$ cat src/rtl/alu_arbiter.sv
// rtl/alu_arbiter.sv - two-channel request arbiter in front of a shared combinational ALU
module alu_arbiter #(
    parameter int WIDTH     = 32,
    parameter int PRIO_MODE = 0
) (
    input  logic             clk,
    input  logic             rst,
    input  logic             req0_valid,
    output logic             req0_ready,
    input  logic [WIDTH-1:0] req0_a,
    input  logic [WIDTH-1:0] req0_b,
    input  logic [2:0]       req0_f,
    input  logic             req1_valid,
    output logic             req1_ready,
    input  logic [WIDTH-1:0] req1_a,
    input  logic [WIDTH-1:0] req1_b,
    input  logic [2:0]       req1_f,
    output logic [WIDTH-1:0] alu_a,
    output logic [WIDTH-1:0] alu_b,
    output logic [2:0]       alu_f,
    input  logic [WIDTH-1:0] alu_y,
    input  logic             alu_zero,
    output logic             rsp_valid,
    input  logic             rsp_ready,
    output logic             rsp_id,
    output logic [WIDTH-1:0] rsp_y,
    output logic             rsp_zero,
    output logic             busy
);
    typedef enum logic [1:0] {IDLE, EXEC, RESP} state_t;

    state_t           state_q, state_d;
    logic [WIDTH-1:0] alu_a_q, alu_a_d, alu_b_q, alu_b_d;
    logic [2:0]       alu_f_q, alu_f_d;
    logic             id_q, id_d;
    logic             last_grant_q, last_grant_d;
    logic             rsp_valid_q, rsp_valid_d;
    logic             rsp_id_q, rsp_id_d;
    logic [WIDTH-1:0] rsp_y_q, rsp_y_d;
    logic             rsp_zero_q, rsp_zero_d;
    logic             grant0, grant1;

    // On contention, round-robin favours whichever channel was not served last.
    always_comb begin
        grant0 = 1'b0;
        grant1 = 1'b0;
        if (req0_valid && req1_valid) begin
            if ((PRIO_MODE != 0) || last_grant_q) begin
                grant0 = 1'b1;
            end else begin
                grant1 = 1'b1;
            end
        end else begin
            grant0 = req0_valid;
            grant1 = req1_valid;
        end
    end

    assign req0_ready = (state_q == IDLE) && grant0;
    assign req1_ready = (state_q == IDLE) && grant1;

    always_comb begin
        state_d      = state_q;
        alu_a_d      = alu_a_q;
        alu_b_d      = alu_b_q;
        alu_f_d      = alu_f_q;
        id_d         = id_q;
        last_grant_d = last_grant_q;
        rsp_valid_d  = rsp_valid_q;
        rsp_id_d     = rsp_id_q;
        rsp_y_d      = rsp_y_q;
        rsp_zero_d   = rsp_zero_q;
        case (state_q)
            IDLE: begin
                if (req0_ready) begin
                    alu_a_d      = req0_a;
                    alu_b_d      = req0_b;
                    alu_f_d      = req0_f;
                    id_d         = 1'b0;
                    last_grant_d = 1'b0;
                    state_d      = EXEC;
                end else if (req1_ready) begin
                    alu_a_d      = req1_a;
                    alu_b_d      = req1_b;
                    alu_f_d      = req1_f;
                    id_d         = 1'b1;
                    last_grant_d = 1'b1;
                    state_d      = EXEC;
                end
            end
            EXEC: begin
                rsp_y_d     = alu_y;
                rsp_zero_d  = alu_zero;
                rsp_id_d    = id_q;
                rsp_valid_d = 1'b1;
                state_d     = RESP;
            end
            RESP: begin
                if (rsp_ready) begin
                    rsp_valid_d = 1'b0;
                    state_d     = IDLE;
                end
            end
            default: state_d = IDLE;
        endcase
    end

    always_ff @(posedge clk or posedge rst) begin
        if (rst) begin
            state_q      <= IDLE;
            alu_a_q      <= '0;
            alu_b_q      <= '0;
            alu_f_q      <= 3'b000;
            id_q         <= 1'b0;
            last_grant_q <= 1'b1;
            rsp_valid_q  <= 1'b0;
            rsp_id_q     <= 1'b0;
            rsp_y_q      <= '0;
            rsp_zero_q   <= 1'b0;
        end else begin
            state_q      <= state_d;
            alu_a_q      <= alu_a_d;
            alu_b_q      <= alu_b_d;
            alu_f_q      <= alu_f_d;
            id_q         <= id_d;
            last_grant_q <= last_grant_d;
            rsp_valid_q  <= rsp_valid_d;
            rsp_id_q     <= rsp_id_d;
            rsp_y_q      <= rsp_y_d;
            rsp_zero_q   <= rsp_zero_d;
        end
    end

    assign alu_a     = alu_a_q;
    assign alu_b     = alu_b_q;
    assign alu_f     = alu_f_q;
    assign rsp_valid = rsp_valid_q;
    assign rsp_id    = rsp_id_q;
    assign rsp_y     = rsp_y_q;
    assign rsp_zero  = rsp_zero_q;
    assign busy      = (state_q != IDLE);
endmodule

$ cat config.mk
export PLATFORM = sky130hd
export DESIGN_NAME = alu_arbiter
export DESIGN_NICKNAME = d
export VERILOG_FILES = /design/src/rtl/alu_arbiter.sv
export SDC_FILE = /design/constraint.sdc
export NUM_CORES = 1
export LEC_CHECK = 0
export CORE_MARGIN = 1.5
export CORE_UTILIZATION = 37
export DETAILED_ROUTE_END_ITERATION = 8
export HOLD_SLACK_MARGIN = 0.02
export PLACE_DENSITY = 0.8
export SLEW_MARGIN = 0
export SYNTH_ARGS = -nofsm -noshare
export SYNTH_HDL_FRONTEND = slang
export SYNTH_SLANG_ARGS = --single-unit
export TNS_END_PERCENT = 1
$ cat constraint.sdc
create_clock -name clk -period 3.63 [get_ports clk]
set_input_delay 0.363 -clock clk [delete_from_list [all_inputs] [get_ports clk]]
set_output_delay 0.363 -clock clk [all_outputs]
set_load 0.005 [all_outputs]
==> impl_summary.txt, run 1 <==
----------------------------------------------------
[CTS]
  Post-CTS Setup Inserts ... 0
  CTS resizes ... 0
  Clock transition at the register clock pins on the worst setup and hold paths after CTS ... 0.07 ns
  Clock sink count ... 106
  Root buf cell ... sky130_fd_sc_hd__clkbuf_16
  Clock buffers created by TritonCTS ... 9
  Number of H-tree levels ... 3
  Hold_buf cts ... 0
  Source-to-sink clock delay at the later pin of the worst-skew pair ... 0.34 ns
  TritonCTS clock tree ... yes
  Maximum count of clock buffers along a single path ... 2

[Logic synthesis]
  Synthesis-stage register bit count ... 106
  Largest area contributor in the synthesized netlist ... sky130_fd_sc_hd__dfrtp_1
  Main combinational cell family by area after synthesis ... compound AO/OA/AOI/OAI gates
  Count of mapped cells out of synthesis ... 326
  Unique masters post-synth ... 22
  Synth Area in Simple Gates ... 0.0151
  Post-synthesis compound-gate area fraction ... 0.263
  Sequential cell area fraction in the yosys report ... 0.582
  Proportion of register bits with asynchronous set or reset after synthesis ... 1.00
  Area share of the largest cell type after synthesis ... 0.576
  Main area contributors after synthesis ... sky130_fd_sc_hd__dfrtp_1 (58%), sky130_fd_sc_hd__a221o_1 (15%), sky130_fd_sc_hd__o21a_1 (11%)
  Number of flops mapped to enable cells by yosys ... 0
  Fraction of synthesized cell area in xor and xnor cells ... 0
  Combined area of all synthesized cells ... 4560 um2
  Number of warning messages in the yosys log ... 0
  Post-synthesis share of cell area spent on full adders, half adders and majority gates ... 0
  Average size of a mapped cell ... approximately 14 um2
  Primary flip-flop cell chosen by synthesis mapping ... sky130_fd_sc_hd__dfrtp_1
  Most common library cells after synthesis ... sky130_fd_sc_hd__dfrtp_1 (105), sky130_fd_sc_hd__o21a_1 (69), sky130_fd_sc_hd__a221o_1 (67)
  Syn nets ... 498
  Library cell with the highest instance count after synthesis ... sky130_fd_sc_hd__dfrtp_1
  Mux share of post-synthesis cell area ... 0.0840

[Placed design]
  Count of buffers inserted at the top-level ports ... 276
  Final RePlAce weighted congestion ... 0.730
  Half-perimeter wire length after detailed placement ... between 9000 and 10000 um
  Cell area after placement ... 7350 um2

[Worst setup path]
  Worst path buffer plus inverter count ... 2
  Worst Setup End Kind ... output port
  Slowest library cell on the worst path ... sky130_fd_sc_hd__clkdlybuf4s50_1
  Data arrival, critical path ... 2.18 ns
  Max incr delay on CP ... 0.63 ns
  CP top delay family ... buffers and inverters
  Data required, critical path ... between 3 and 4 ns
  Crit path launch type ... register
  Crit path max fanout ... 30
  Critical path cell sequence ... nand2b_1 -> nand3_2 -> inv_2 -> clkdlybuf4s50_1
  Class of the most critical setup path ... register to output port

[Cells and area]
  Nets ... 757
  Final Instance Area ... 7650 um2
  Area growth, synth to finish ... 67.8%
  Ratio of cells with drive above 1 in the final layout ... 0.0593
  Number of fillers in the final layout ... 955
  Total inserted antenna cells ... 0

[Floorplan]
  Std-Cell Rows ... 40
  Die X-Extent ... 114 um
  Number of top-level design ports ... between 200 and 300
  Die H ... 114 um
  Die footprint ... 13000 um2
  Starting density of the core ... 0.380
  Core Area ... 12000 um2

[Pwr]
  Total power of the final layout ... 6.09 mW
  Leakage power figure ... approximately 3.1 nW
  Power density over the cells ... 795 nW/um2
  Largest voltage drop on the vdd net ... 0.350 mV

[STA]
  Setup TNS ... 0 ns
  F_max ... 394 MHz
  Clk_skew ... 0.00862 ns
  Max-slew violation count ... 0
  Slew margin rel. ... 0.354
  Final Hold Viols ... 0
  Total setup violations reported at the end of the flow ... 0
  Final worst-path cycle share ... 0.699
  Transition time at the pin with the least slew margin ... 0.966 ns
  Unrepaired setup endpoints after global routing ... false
  Min Clock Period, post-route ... between 2 and 3 ns

[Hold path]
  Class of the most critical hold timing path ... register to register

[Job]
  Max-cap viol count ... 0

[Drt]
  Number of DRC violations after detailed-routing iteration 0 ... 247
  DRC ... 0
  Pre-Repair DR Iteration Count ... 4
  Average wire per cell in the routed design ... 19.1 um
  Routed Antenna Nets ... 0
  Total Wirelength ... 14100 um
  Vias ... 4003
  Vias per Instance ... 5.43

[Global route]
  Combined global-route utilization of all metal layers ... 0.217
  Wire length of the first global-routing pass ... 21900 um
  Number of global-route vias before repair ... 4175
  Number of antenna violations at the first check in global routing ... 0
  GR Overflow Total ... 0
  Pin count of the biggest net entering global routing ... 107

[Outcome]
  Outcome ... completed

----------------------------------------------------
## power by group
part | total (mW) | switching, mW | internal [mW]
Clock | 1.01 | 0.448 | 0.561
Combinational | 2.98 | 1.09 | 1.89
Sequential | 2.10 | 0.326 | 1.78
## per-stage QoR
step	instances	hold slack [ns]	util	setup WS, ns
global route	737	0.503	0.637	0.959
CTS	737	0.492	0.637	1.06
detailed placement	721	0.475	0.612	1.12
global placement	721	0.466	0.612	1.14
floorplan	326	0.460	-	0.480
finish	737	0.487	0.637	1.09
## layout by cell type (no fill, tap or decap), drive strengths merged, types with 2 or more instances in the layout
cell type and count:
a21oi 2, a221o 67, buf 5, clkbuf 10, clkdlybuf4s50 276, dfrtp 105
inv 7, mux2 34, nand2 2, nor2 3, o21a 69
## flip-flops by register name, summed over array words and instances, names as in the netlist
name	cells
rsp_valid	1
rsp_id	1
rsp_zero	1
alu_f	3
state_q	2
alu_b	32
alu_a	32
id_q	1
rsp_y	32
last_grant_q	1
## metal layers
layer,track usage,vias to the layer above,part of all wire
li1,-,1788,-
met3,0.0733,21,0.095
met4,0.0858,0,0.022
met2,0.378,212,0.50
met1,0.246,1982,0.38
met5,0,-,0
## final timing paths
check,startpoint,endpoint,depth (start not counted),slack [ns]
max,last_grant_q,req0_ready,4,1.09
min,rsp_y[2],rsp_y[2],1,0.49
max reg2reg,last_grant_q,alu_a[8],5,1.62
min reg2reg,rsp_y[2],rsp_y[2],1,0.49
max in group asynchronous,rst,alu_a[30],3,2.67
min in group asynchronous,rst,rsp_y[26],3,0.53
## layout make-up
type / count / area (um2) / area share
clock buffers: 10 / 239 / 0.0312
clock inverters: 6 / 68.8 / 0.00899
inverters: 4 / 17.5 / 0.00229
multi-input cells: 183 / 1670 / 0.218
flip-flops and latches: 106 / 2650 / 0.347
well taps: 147 / 184 / 0.0240
repair buffers: 281 / 2830 / 0.369
## cell families after synthesis
family / count (synthesis)
compound gates: 138
flops: 106
buf+inv: 37
simple gates: 11
mux: 34
Power figures use the tool's default switching activity.
==> run 2: changes to the inputs <==
--- a/config.mk
+++ b/config.mk
@@ -6,10 +6,10 @@
 export NUM_CORES = 1
 export LEC_CHECK = 0
 export CORE_MARGIN = 1.5
-export CORE_UTILIZATION = 37
+export CORE_UTILIZATION = 34
 export DETAILED_ROUTE_END_ITERATION = 8
 export HOLD_SLACK_MARGIN = 0.02
-export PLACE_DENSITY = 0.8
+export PLACE_DENSITY = 0.77
 export SLEW_MARGIN = 0
 export SYNTH_ARGS = -nofsm -noshare
 export SYNTH_HDL_FRONTEND = slang
==> constraint.sdc (replaced) <==
create_clock -name clk -period 2.1 [get_ports clk]
set_input_delay 0.21 -clock clk [delete_from_list [all_inputs] [get_ports clk]]
set_output_delay 0.21 -clock clk [all_outputs]
set_load 0.005 [all_outputs]
==> run 2 against run 1 <==
Global-route usage shrank 1.6 points. Register-to-register slack worse by 1.2 ns. Critical endpoint unchanged. Die area is 8.6% higher. Largest power group unchanged.
==> impl_summary.txt, run 2 (synthesized netlist as in run 1, its figures left out) <==
----------------------------------------------------
[Placed design]
  Half-perimeter wire length after detailed placement ... about 10000 um
  Count of buffers inserted at the top-level ports ... 276
  Final RePlAce weighted congestion ... slightly below 0.8
  Worst-case setup slack after placement ... 0.260 ns

[Cells and area]
  Final core occ ... 0.585
  Ratio of cells with drive above 1 in the final layout ... 0.0624
  Commonest non-fill, non-tap cell in the layout ... sky130_fd_sc_hd__clkdlybuf4s50_1
  Nets ... between 700 and 800
  Total inserted antenna cells ... 0
  Area growth, synth to finish ... 69.2%
  Most used cells in the layout excluding fill and tap cells ... sky130_fd_sc_hd__clkdlybuf4s50_1 (276), sky130_fd_sc_hd__dfrtp_1 (105), sky130_fd_sc_hd__o21a_1 (69), sky130_fd_sc_hd__a221o_1 (67), sky130_fd_sc_hd__mux2_1 (29)

[Floorplan]
  Number of top-level design ports ... about 280
  Die footprint ... approximately 14000 um2
  Die H ... 119 um
  Die X-Extent ... between 100 and 150 um
  Core Area ... 13200 um2
  Std-Cell Rows ... 42
  Starting density of the core ... 0.346

[Worst setup path]
  CP top delay family ... buffers and inverters
  Launch point of the critical path ... last_grant_q
  Class of the most critical setup path ... register to output port
  Crit path launch type ... register
  Critical register-to-register path endpoint ... alu_a[24]
  Depth of the most critical reg-to-reg path ... 5
  Max incr delay on CP ... 0.54 ns
  Reg-to-reg setup timing slack ... around 0.47 ns
  Crit path max fanout ... 3
  Critical path cell sequence ... nand2b_1 -> nand3_2 -> inv_2 -> clkdlybuf4s50_1
  Slowest library cell on the worst path ... sky130_fd_sc_hd__dfstp_2
  Worst Setup End Kind ... output port
  Data required, critical path ... 1.89 ns
  Data arrival, critical path ... 1.77 ns
  Worst path buffer plus inverter count ... 2
  Worst r2r src ... state_q[1]

[Drt]
  Pre-Repair DR Iteration Count ... 4
  DRC ... 0
  Average wire per cell in the routed design ... 18.4 um
  Vias per Instance ... 5.20
  Number of DRC violations after detailed-routing iteration 0 ... 197
  Total Wirelength ... 14200 um
  Vias ... ~4k
  Routed Antenna Nets ... 0

[Global route]
  Combined global-route utilization of all metal layers ... 0.201
  Number of antenna violations at the first check in global routing ... 0
  Number of global-route vias before repair ... 4248
  Pin count of the biggest net entering global routing ... 107
  GR Overflow Total ... 0
  Wire length of the first global-routing pass ... 22200 um

[Pwr]
  Combinational fraction of design power ... 0.497
  Largest voltage drop on the vdd net ... approximately 0.55 mV
  Power density over the cells ... 1370 nW/um2
  Proportion of total power due to net switching ... 0.306
  Total power of the final layout ... 10.6 mW
  Sequential share of power ... 0.346
  Leakage power figure ... ~3.1 nW
  Internal power component ... between 7 and 8 mW
  Net switching component of the power ... ~3.2 mW
  Portion of total power attributed to the clock network ... 0.156

[STA]
  Final Hold Viols ... 0
  Final worst-path cycle share ... 0.944
  Clk_skew ... 0.00502 ns
  Post-route worst setup slack ... 0.117 ns
  Transition time at the pin with the least slew margin ... around 0.6 ns
  Unrepaired setup endpoints after global routing ... false
  Setup TNS ... 0 ns
  Total setup violations reported at the end of the flow ... 0
  Post-Route Hold Slack ... approximately 0.35 ns
  Min Clock Period, post-route ... between 1.5 and 2 ns
  F_max ... 504 MHz
  Max-slew violation count ... 0
  Slew margin rel. ... 0.603

[CTS]
  Clock transition at the register clock pins on the worst setup and hold paths after CTS ... 0.07 ns
  Post-CTS Setup Inserts ... 0
  Maximum count of clock buffers along a single path ... 2
  TritonCTS clock tree ... yes
  Clock buffers created by TritonCTS ... 9
  CTS resizes ... 0
  Clock sink count ... 106
  Root buf cell ... sky130_fd_sc_hd__clkbuf_16
  Hold_buf cts ... 0
  Source-to-sink clock delay at the later pin of the worst-skew pair ... 0.35 ns
  Number of H-tree levels ... 3

[Hold path]
  Class of the most critical hold timing path ... input port to async pin

[Job]
  Max-cap viol count ... 0

[Outcome]
  Outcome ... completed

----------------------------------------------------
run 2: cell types whose count changed in the layout (fill, tap and decap cells not counted), sizes merged:
cell      change
clkinvlp      +1
clkinv        +3
buf           +3
inv           -4
run 2: metrics by stage:
stage          std cells  cell area, um2
2_1_floorplan        326            4560
3_3_place_gp         753            7430
3_5_place_dp         753            7430
4_1_cts              769            7720
5_1_grt              769            7720
6_report             769            7720
run 2: worst max path at each step:
| stage | end | cells past startpoint |
|---|---|---|
| 3_3_place_gp | req0_ready | 5 |
| 2_1_floorplan | alu_a[0] | 1 |
| 6_report | req0_ready | 4 |
| 5_1_grt | req0_ready | 4 |
| 3_5_place_dp | req0_ready | 5 |
| 4_1_cts | req0_ready | 4 |
run 2: power groups by stage:
stage / Combinational [mW] / Sequential [mW] / Clock (mW)
finish: 5.25 / 3.66 / 1.65
global route: 5.64 / 3.77 / 1.77
CTS: 5.32 / 3.66 / 1.70
detailed placement: 5.31 / 3.68 / 0
global placement: 5.18 / 3.62 / 0
floorplan: 2.44 / 3.69 / 0
run 2: final cells by class:
| class | count | area [um2] |
|---|---|---|
| clock buffer | 10 | 229 |
| multi-input combinational | 183 | 1670 |
| timing repair buffer | 284 | 2870 |
| sequential | 106 | 2650 |
| clock inverter | 6 | 57.6 |
| fill | 1063 | 5470 |
| inverter | 4 | 18.8 |
| tap | 176 | 220 |
run 2: tightest hold or removal path, cell delays in order:
cell and delay [ns]:
sky130_fd_sc_hd__clkdlybuf4s50_1 0.44, sky130_fd_sc_hd__clkinvlp_4 0.10, sky130_fd_sc_hd__buf_12 0.40
run 2: metal layers:
metal | vias up | share of wire | GRT usage
met1 | 1977 | 0.39 | 0.222
met3 | 18 | 0.083 | 0.0613
met4 | 0 | 0.019 | 0.0753
li1 | 1797 | - | -
met5 | - | 0 | 0
met2 | 203 | 0.51 | 0.364
